**src/rtl/ud_count_display.sv**
```systemverilog
// Front-panel consumer of the ripple JK up/down counter: resynchronises q[3:0] and direction,
// debounces ripple glitches, drives a registered hex 7-segment digit and tracks wrap events.

module ud_count_display #(
    parameter int unsigned STABLE_CYCLES = 4,
    parameter int unsigned WRAP_W        = 8
) (
    input  logic              clk,
    input  logic              rst_n,
    input  logic [3:0]        count_in,
    input  logic              dir_up,
    input  logic              clr,
    output logic [3:0]        digit_val,
    output logic              valid,
    output logic [6:0]        seg,
    output logic              ovf_pulse,
    output logic              unf_pulse,
    output logic [WRAP_W-1:0] wrap_cnt
);

    localparam logic [3:0] StableMax  = 4'(STABLE_CYCLES);
    localparam logic [3:0] StableLast = 4'(STABLE_CYCLES - 1);
    localparam logic [6:0] SegDash    = 7'h40;

    logic [3:0]        cnt_meta_q, cnt_sync_q;
    logic              dir_meta_q, dir_sync_q;
    logic [3:0]        cand_q, cand_d;
    logic [3:0]        stab_q, stab_d;
    logic [3:0]        digit_q, digit_d;
    logic              valid_q, valid_d;
    logic [6:0]        seg_q, seg_d;
    logic              ovf_q, ovf_d;
    logic              unf_q, unf_d;
    logic [WRAP_W-1:0] wrap_q, wrap_d;

    logic same, accept, ovf_evt, unf_evt;

    function automatic logic [6:0] hex_to_seg(input logic [3:0] v);
        logic [6:0] s;
        unique case (v)
            4'h0: s = 7'h3F;
            4'h1: s = 7'h06;
            4'h2: s = 7'h5B;
            4'h3: s = 7'h4F;
            4'h4: s = 7'h66;
            4'h5: s = 7'h6D;
            4'h6: s = 7'h7D;
            4'h7: s = 7'h07;
            4'h8: s = 7'h7F;
            4'h9: s = 7'h6F;
            4'hA: s = 7'h77;
            4'hB: s = 7'h7C;
            4'hC: s = 7'h39;
            4'hD: s = 7'h5E;
            4'hE: s = 7'h79;
            4'hF: s = 7'h71;
        endcase
        return s;
    endfunction

    // Two-flop synchronisers; both inputs come from the ripple-clocked counter.
    always_ff @(posedge clk or negedge rst_n) begin
        if (!rst_n) begin
            cnt_meta_q <= 4'd0;
            cnt_sync_q <= 4'd0;
            dir_meta_q <= 1'b0;
            dir_sync_q <= 1'b0;
        end else begin
            cnt_meta_q <= count_in;
            cnt_sync_q <= cnt_meta_q;
            dir_meta_q <= dir_up;
            dir_sync_q <= dir_meta_q;
        end
    end

    always_comb begin
        cand_d = cand_q;
        stab_d = stab_q;
        same   = (cnt_sync_q == cand_q);
        if (!same) begin
            cand_d = cnt_sync_q;
            stab_d = 4'd0;
        end else if (stab_q < StableMax) begin
            stab_d = stab_q + 4'd1;
        end
    end

    // stab_q saturates above StableLast, so a held value is accepted at most once.
    assign accept  = same && (stab_q == StableLast) && ((cand_q != digit_q) || !valid_q);
    assign ovf_evt = accept && valid_q && (digit_q == 4'hF) && (cand_q == 4'h0) && dir_sync_q;
    assign unf_evt = accept && valid_q && (digit_q == 4'h0) && (cand_q == 4'hF) && !dir_sync_q;

    always_comb begin
        digit_d = digit_q;
        valid_d = valid_q;
        if (accept) begin
            digit_d = cand_q;
            valid_d = 1'b1;
        end
    end

    always_comb begin
        wrap_d = wrap_q;
        ovf_d  = 1'b0;
        unf_d  = 1'b0;
        if (clr) begin
            wrap_d = '0;
        end else if (ovf_evt) begin
            ovf_d = 1'b1;
            if (wrap_q != '1) begin
                wrap_d = wrap_q + WRAP_W'(1);
            end
        end else if (unf_evt) begin
            unf_d = 1'b1;
            if (wrap_q != '0) begin
                wrap_d = wrap_q - WRAP_W'(1);
            end
        end
    end

    // Decoded from the registered digit, hence one clock behind digit_val.
    always_comb begin
        seg_d = SegDash;
        if (valid_q) begin
            seg_d = hex_to_seg(digit_q);
        end
    end

    always_ff @(posedge clk or negedge rst_n) begin
        if (!rst_n) begin
            cand_q  <= 4'd0;
            stab_q  <= 4'd0;
            digit_q <= 4'd0;
            valid_q <= 1'b0;
            seg_q   <= SegDash;
            ovf_q   <= 1'b0;
            unf_q   <= 1'b0;
            wrap_q  <= '0;
        end else begin
            cand_q  <= cand_d;
            stab_q  <= stab_d;
            digit_q <= digit_d;
            valid_q <= valid_d;
            seg_q   <= seg_d;
            ovf_q   <= ovf_d;
            unf_q   <= unf_d;
            wrap_q  <= wrap_d;
        end
    end

    assign digit_val = digit_q;
    assign valid     = valid_q;
    assign seg       = seg_q;
    assign ovf_pulse = ovf_q;
    assign unf_pulse = unf_q;
    assign wrap_cnt  = wrap_q;

endmodule

```
**config.mk**
```make
export PLATFORM = sky130hd
export DESIGN_NAME = ud_count_display
export DESIGN_NICKNAME = d
export VERILOG_FILES = /design/src/rtl/ud_count_display.sv
export SDC_FILE = /design/constraint.sdc
export NUM_CORES = 1
export LEC_CHECK = 0
export CELL_PAD_IN_SITES_DETAIL_PLACEMENT = 0
export CELL_PAD_IN_SITES_GLOBAL_PLACEMENT = 2
export CORE_UTILIZATION = 34
export DETAILED_ROUTE_END_ITERATION = 8
export PLACE_DENSITY = 0.84
export SYNTH_ARGS = -nofsm -noshare
export SYNTH_HDL_FRONTEND = slang
export SYNTH_SLANG_ARGS = --single-unit
```
**constraint.sdc**
```tcl
create_clock -name clk -period 4.3 [get_ports clk]
set_clock_uncertainty 0.05 [all_clocks]
set_input_delay 0.86 -clock clk [delete_from_list [all_inputs] [get_ports clk]]
set_output_delay 0.86 -clock clk [all_outputs]
set_load 0.02 [all_outputs]
```
== Word-level counts from Yosys, hierarchy flattened ==
Memories as Yosys holds them, arrays and structs flattened.
Cells that the tools add are included.

* Register bits: 40
* ROM bits: 112
* Logic and storage cells: 56
* Memories kept: 1

* Add/subtract/negate cells: 3
* $lt $le $gt $ge: 1
* Equal/unequal tests: 8
* Muxes and demuxes: 13
* Reduce and logical (&&, ||, !) cells: 18

{| class="wikitable"
|+ Memories
! memory !! words !! width !! read ports !! clocked after memory_dff !! write ports !! line !! text
|-
| (no name shown) || 16 || 7 || 1 || 0 || 0 || 40 || <nowiki>unique case (v)</nowiki>
|}

{| class="wikitable"
|+ Operators with widths
! operator !! number
|-
| 2-to-1 mux 8 bit || 5
|-
| logical AND 1 bit || 9
|-
| adder 8 x 1 -> 8 bit (second input constant) || 1
|-
| == test 4 bit (second input constant) || 2
|-
| logical NOT 4 bit || 2
|-
| 2-to-1 mux 4 bit || 2
|-
| inequality test 8 bit (second input constant) || 1
|-
| nonzero test 8 bit || 1
|-
| subtractor 8 x 1 -> 8 bit (second input constant) || 1
|-
| 2-to-1 mux 7 bit || 1
|-
| nonzero test 3 bit || 2
|-
| 2-to-1 mux 1 bit || 5
|-
| adder 4 x 1 -> 4 bit (second input constant) || 1
|-
| == test 4 x 2 -> 1 bit (second input constant) || 1
|-
| == test 4 bit || 1
|-
| less-than comparator 4 x 3 -> 1 bit (second input constant) || 1
|-
| inequality test 4 bit || 1
|-
| inequality test 3 x 2 -> 1 bit (second input constant) || 1
|-
| AND reduction 3 bit || 1
|-
| logical NOT 1 bit || 2
|-
| inequality test 2 x 1 -> 1 bit (second input constant) || 1
|-
| logical OR 1 bit || 1
|}

== Logic depth before layout (Yosys ltp) ==
* Depth in word-level cells: 10
* Depth in mapped cells: 12
* Mapped depth without buffers: 11

== Worst setup path before layout ==
OpenSTA, ideal clock, no wires.

* Path kind: flip-flop to flip-flop
* Start point: register digit_q[0], in the netlist digit_val[0]
* End point: register wrap_q[6], in the netlist wrap_cnt[6]
* Setup time: 0.120 ns
* Arrival: 2.789 ns
* Path slack: 1.341 ns
* Stages on the path, launching flop included: 11
* Buffers on the path: 0
* Cells stage by stage: dfrtp_1 -> xor2_1 -> nor3_1 -> nand3_1 -> nand3_1 -> ha_1 -> nor2b_1 -> o31a_1 -> o21a_1 -> or3_1 -> a41o_1

* Longest elaborated chain between the ends: 9

{| class="wikitable"
|+ RTL lines
! item !! line !! text
|-
| start: declaration || 29 || <nowiki>logic [3:0] digit_q, digit_d;</nowiki>
|-
| start signal: assignment || 142 || <nowiki>digit_q <= digit_d;</nowiki>
|-
| inequality test 4 bit || 89 || <nowiki>assign accept = same && (stab_q == StableLast) && ((cand_q != digit_q) || !valid_q);</nowiki>
|-
| logical OR 1 bit || 89 ||
|-
| logical AND 1 bit || 89 ||
|-
| logical AND 1 bit || 90, 91 ||
|-
| logical AND 1 bit (on tied branches) (3 in a row) || 90, 91 ||
|-
| inequality test 3 x 2 -> 1 bit (no line), or another cell as far along || -- ||
|-
| AND reduction 3 bit (no line) / 2-to-1 mux 8 bit (equally long branches) || -- ||
|-
| end signal: assignment || 147 || <nowiki>wrap_q <= wrap_d;</nowiki>
|-
| end: declaration || 34 || <nowiki>logic [WRAP_W-1:0] wrap_q, wrap_d;</nowiki>
|}

Several ways; a longest one is shown, not always the timed one.
A chain may end at the register's enable or synchronous reset.

== Final worst setup path ==
* Start point: register digit_q[3], in the netlist digit_val[3]
* End point: register wrap_q[6], in the netlist wrap_cnt[6]

The elaborated chain is that of the path after synthesis.

==> flow_metrics.tcl <==
set metrics [dict create \
    run_status "complete, no violations" \
    synth_fp_nets 228 \
    final_hold_violating_endpoints 0 \
    critical_path.endpoint_type "flop" \
    grt_remaining_overflow 0 \
    hold_end "cnt_sync_q[1]" \
    tightest_slew_ps 892 \
    report.final.slew_viol_count 0 \
    grt_util_all_layers_pct 16.4 \
    tns_ps 0 \
    synthXorXnorAreaFrac_pct 4.96 \
    grt_antenna_before_repair 0 \
    drt_wirelength_um 4830 \
    max-vdd-ir-drop_mv 0.167 \
    initialDrtViolationCount 75 \
    synth.area.top_cells "dfrtp_1 46%, ha_1 7.7%, a21oi_1 3.1%" \
    static-leakage-power_nw 1.08 \
    cts_resized 0 \
    ctsLongestPathBuffers 2 \
    gp_congestion 0.849 \
    detail_route.vias_per_cell 5.43 \
    fmax_mhz 305 \
    pwr_density_cell_nw_per_um2 285 \
    synth.largest_area_cell "dfrtp_1" \
    multi_input_comb_area_um2 1020 \
    synth_simple_gate_area_share_pct 17.8 \
    initial_core_util_pct 35.5 \
    vias_in_the_first_global_route 1612 \
    synth-compound-area-share_pct 16.4 \
    syn_area_um2 2120 \
    synth.yosys.warnings 0 \
    synth_top_flop_cell "dfrtp_1" \
    die_width_um 80.9 \
    area_growth_pct 21.3 \
    antenna-diode-count 0 \
    ant_nets 0 \
    startpoint_of_the_tightest_hold_check_path "cnt_meta_q[1]" \
    total_clock_sinks 40 \
    synth-edff-count 0 \
    core_area_um2 5960 \
    tritoncts "built" \
    ios 30 \
    synth_top_family_by_area "simple AND/OR/NAND/NOR gates" \
    root_buffer "clkbuf_8" \
    nature_of_the_critical_path_startpoint "flop" \
    worst_r2r_path_depth 10 \
    post-cts-setup-buffers 0 \
    fin_nets 254 \
    die_y_um 80.9 \
    total_power_mw 0.731 \
    clk_pin_slew_worst_paths_ps 80 \
    drv.max_cap_violation_count 0 \
    place.detailed.hpwl_um 3460 \
    drt_pass1_iterations 4 \
    cts_max_level 2 \
    tritoncts.num_buffers 5 \
    placement_rows 28 \
    clk_latency_ps 290 \
    wire_per_inst_um 15.7 \
    hold_depth 0 \
    period_share_pct 76.2 \
    hold_path_class "reg -> reg" \
    fraction_of_final_layout_cells_sized_beyond_drive_strength_1_pct 8.58 \
    layout.filler_cells 573 \
    slew_headroom_pct 40.5 \
    drc 0 \
    grt_max_degree 41 \
    finalCriticalPeriod_ps 3280 \
    crit_required_ps 4440 \
    seq_area_frac_synth_pct 47.3 \
    grt_pass1_wl_um 7990 \
    postCtsHoldBufs 0 \
    synth_mux_area_share_pct 0.532 \
    grt_setup_unrepaired "no" \
    total_die_area_um2 6550 \
    num_vias 1671 \
    worstPathArrival_ps 3410 \
    timing.rr.end "wrap_cnt[6]" \
    port_buffers 29 \
    synth-adder-area-share_pct 8.63 \
    worst-setup-path-type "reg -> reg" \
    synthCells 206 \
    synthDistinctLibCells 46 \
    final-setup-viol-count 0 \
    yosysTopAreaCellShare_pct 46.1 \
    synth.ff_latch_count 40 \
    post_synth.cell_area_avg_um2 10.3 \
    timing.rr.start "digit_val[3]" \
    final-seq-area_um2 1000 \
    fraction_of_registers_with_async_set_or_reset_after_synthesis_pct 100 \
    crit_path_max_fanout 15 \
    worst_case_register_to_register_setup_slack_ps 1020 \
]
==> synthesized netlist by cell type (2+ instances only) <==
cell / instances
dfrtp_1: 39
nor2b_1: 2
nand3_1: 8
nand2_1: 9
ha_1: 13
and4_1: 2
o31ai_1: 7
o21a_1: 2
or4_1: 2
nor2_1: 15
o2111ai_1: 4
a21oi_1: 13
a211oi_1: 2
inv_1: 11
o311a_1: 3
nand4_1: 9
o21ai_0: 9
xor2_1: 5
clkbuf_1: 9
nor3_1: 7
xnor2_1: 7
nand2b_1: 4
==> through the flow <==
stage / std cells / hold WS [ps] / utilization, % / setup WS, ps / instance area, um2
2_1_floorplan: 206 / 281 / - / 1340 / 2120
3_3_place_gp: 300 / 283 / 41.2 / 1100 / 2450
3_5_place_dp: 300 / 286 / 41.2 / 1030 / 2450
4_1_cts: 308 / 305 / 43.1 / 1030 / 2570
5_1_grt: 308 / 313 / 43.1 / 718 / 2570
6_report: 308 / 303 / 43.1 / 1020 / 2570
==> layout by cell type, fill, tap and decap left out, types with 2 or more instances in the layout <==
master and count:
dfrtp_1 39, clkdlybuf4s50_1 28, nor2_1 15, a21oi_1 13, ha_1 13, inv_1 11, nand2_1 9, o21ai_0 9
nand4_1 9, nand3_1 8, xnor2_1 7, nor3_1 7, o31ai_1 7, xor2_1 5, clkbuf_8 5, nand2b_1 4
o2111ai_1 4, o311a_1 3, and4_1 2, nor2b_1 2, or4_1 2, o21a_1 2, a211oi_1 2
==> layer usage <==
metal,share of wire (%),vias up,global-route usage (%),routed length (um)
met1,46,816,21.7,2240
met3,3.7,7,3.71,179
li1,-,803,-,-
met4,1.0,0,5.00,50
met5,0,-,0,0
met2,49,45,26.8,2360
==> where the power goes <==
group / switching (mW) / internal [mW] / leakage [nW] / total [mW]
sequential: 0.00656 / 0.383 / 0.523 / 0.390
clock: 0.141 / 0.175 / 0.0548 / 0.316
combinational: 0.0143 / 0.0114 / 0.504 / 0.0256
total: 0.162 / 0.569 / 1.08 / 0.731
==> area by class of cell <==
cell class	instances	share of cell area, %
Timing Repair Buffer	30	11.4
Multi-Input combinational cell	144	39.8
Clock buffer	5	2.68
Inverter	11	1.61
Sequential cell	40	39.0
Tap cell	75	3.65
Clock inverter	3	1.80
==> sequential cells by signal, summed over array words and instances (netlist names), 4 cells and up <==
signal and cells:
cand_q 4, cnt_meta_q 4, cnt_sync_q 4, digit_val 4, seg 7, stab_q 4, wrap_cnt 8
==> worst max-delay path, stage by stage (launching register included) <==
cell and delay (ps):
dfrtp_1 530, xor2_1 210, nor3_1 220, nand3_1 310, nand3_1 400, ha_1 340
nor2b_1 160, o31a_1 250, o21a_1 180, or3_1 300, a41o_1 230
==> worst max path at each step <==
stage	start	end	slack, ps
final	digit_val[3]	wrap_cnt[6]	1020
after global routing	digit_val[3]	wrap_cnt[6]	720
after CTS	digit_val[3]	wrap_cnt[6]	1030
after detailed placement	digit_val[3]	wrap_cnt[6]	1030
after global placement	digit_val[3]	wrap_cnt[6]	1100
after floorplan	digit_val[0]	wrap_cnt[6]	1340
==> kinds of logic after synthesis <==
kind of cell    Yosys count
compound gates           49
flops                    40
xor+xnor                 12
mux                       1
simple gates             68
buf+inv                  22
fa+ha+maj                14
(Power assumes the default switching activity.)
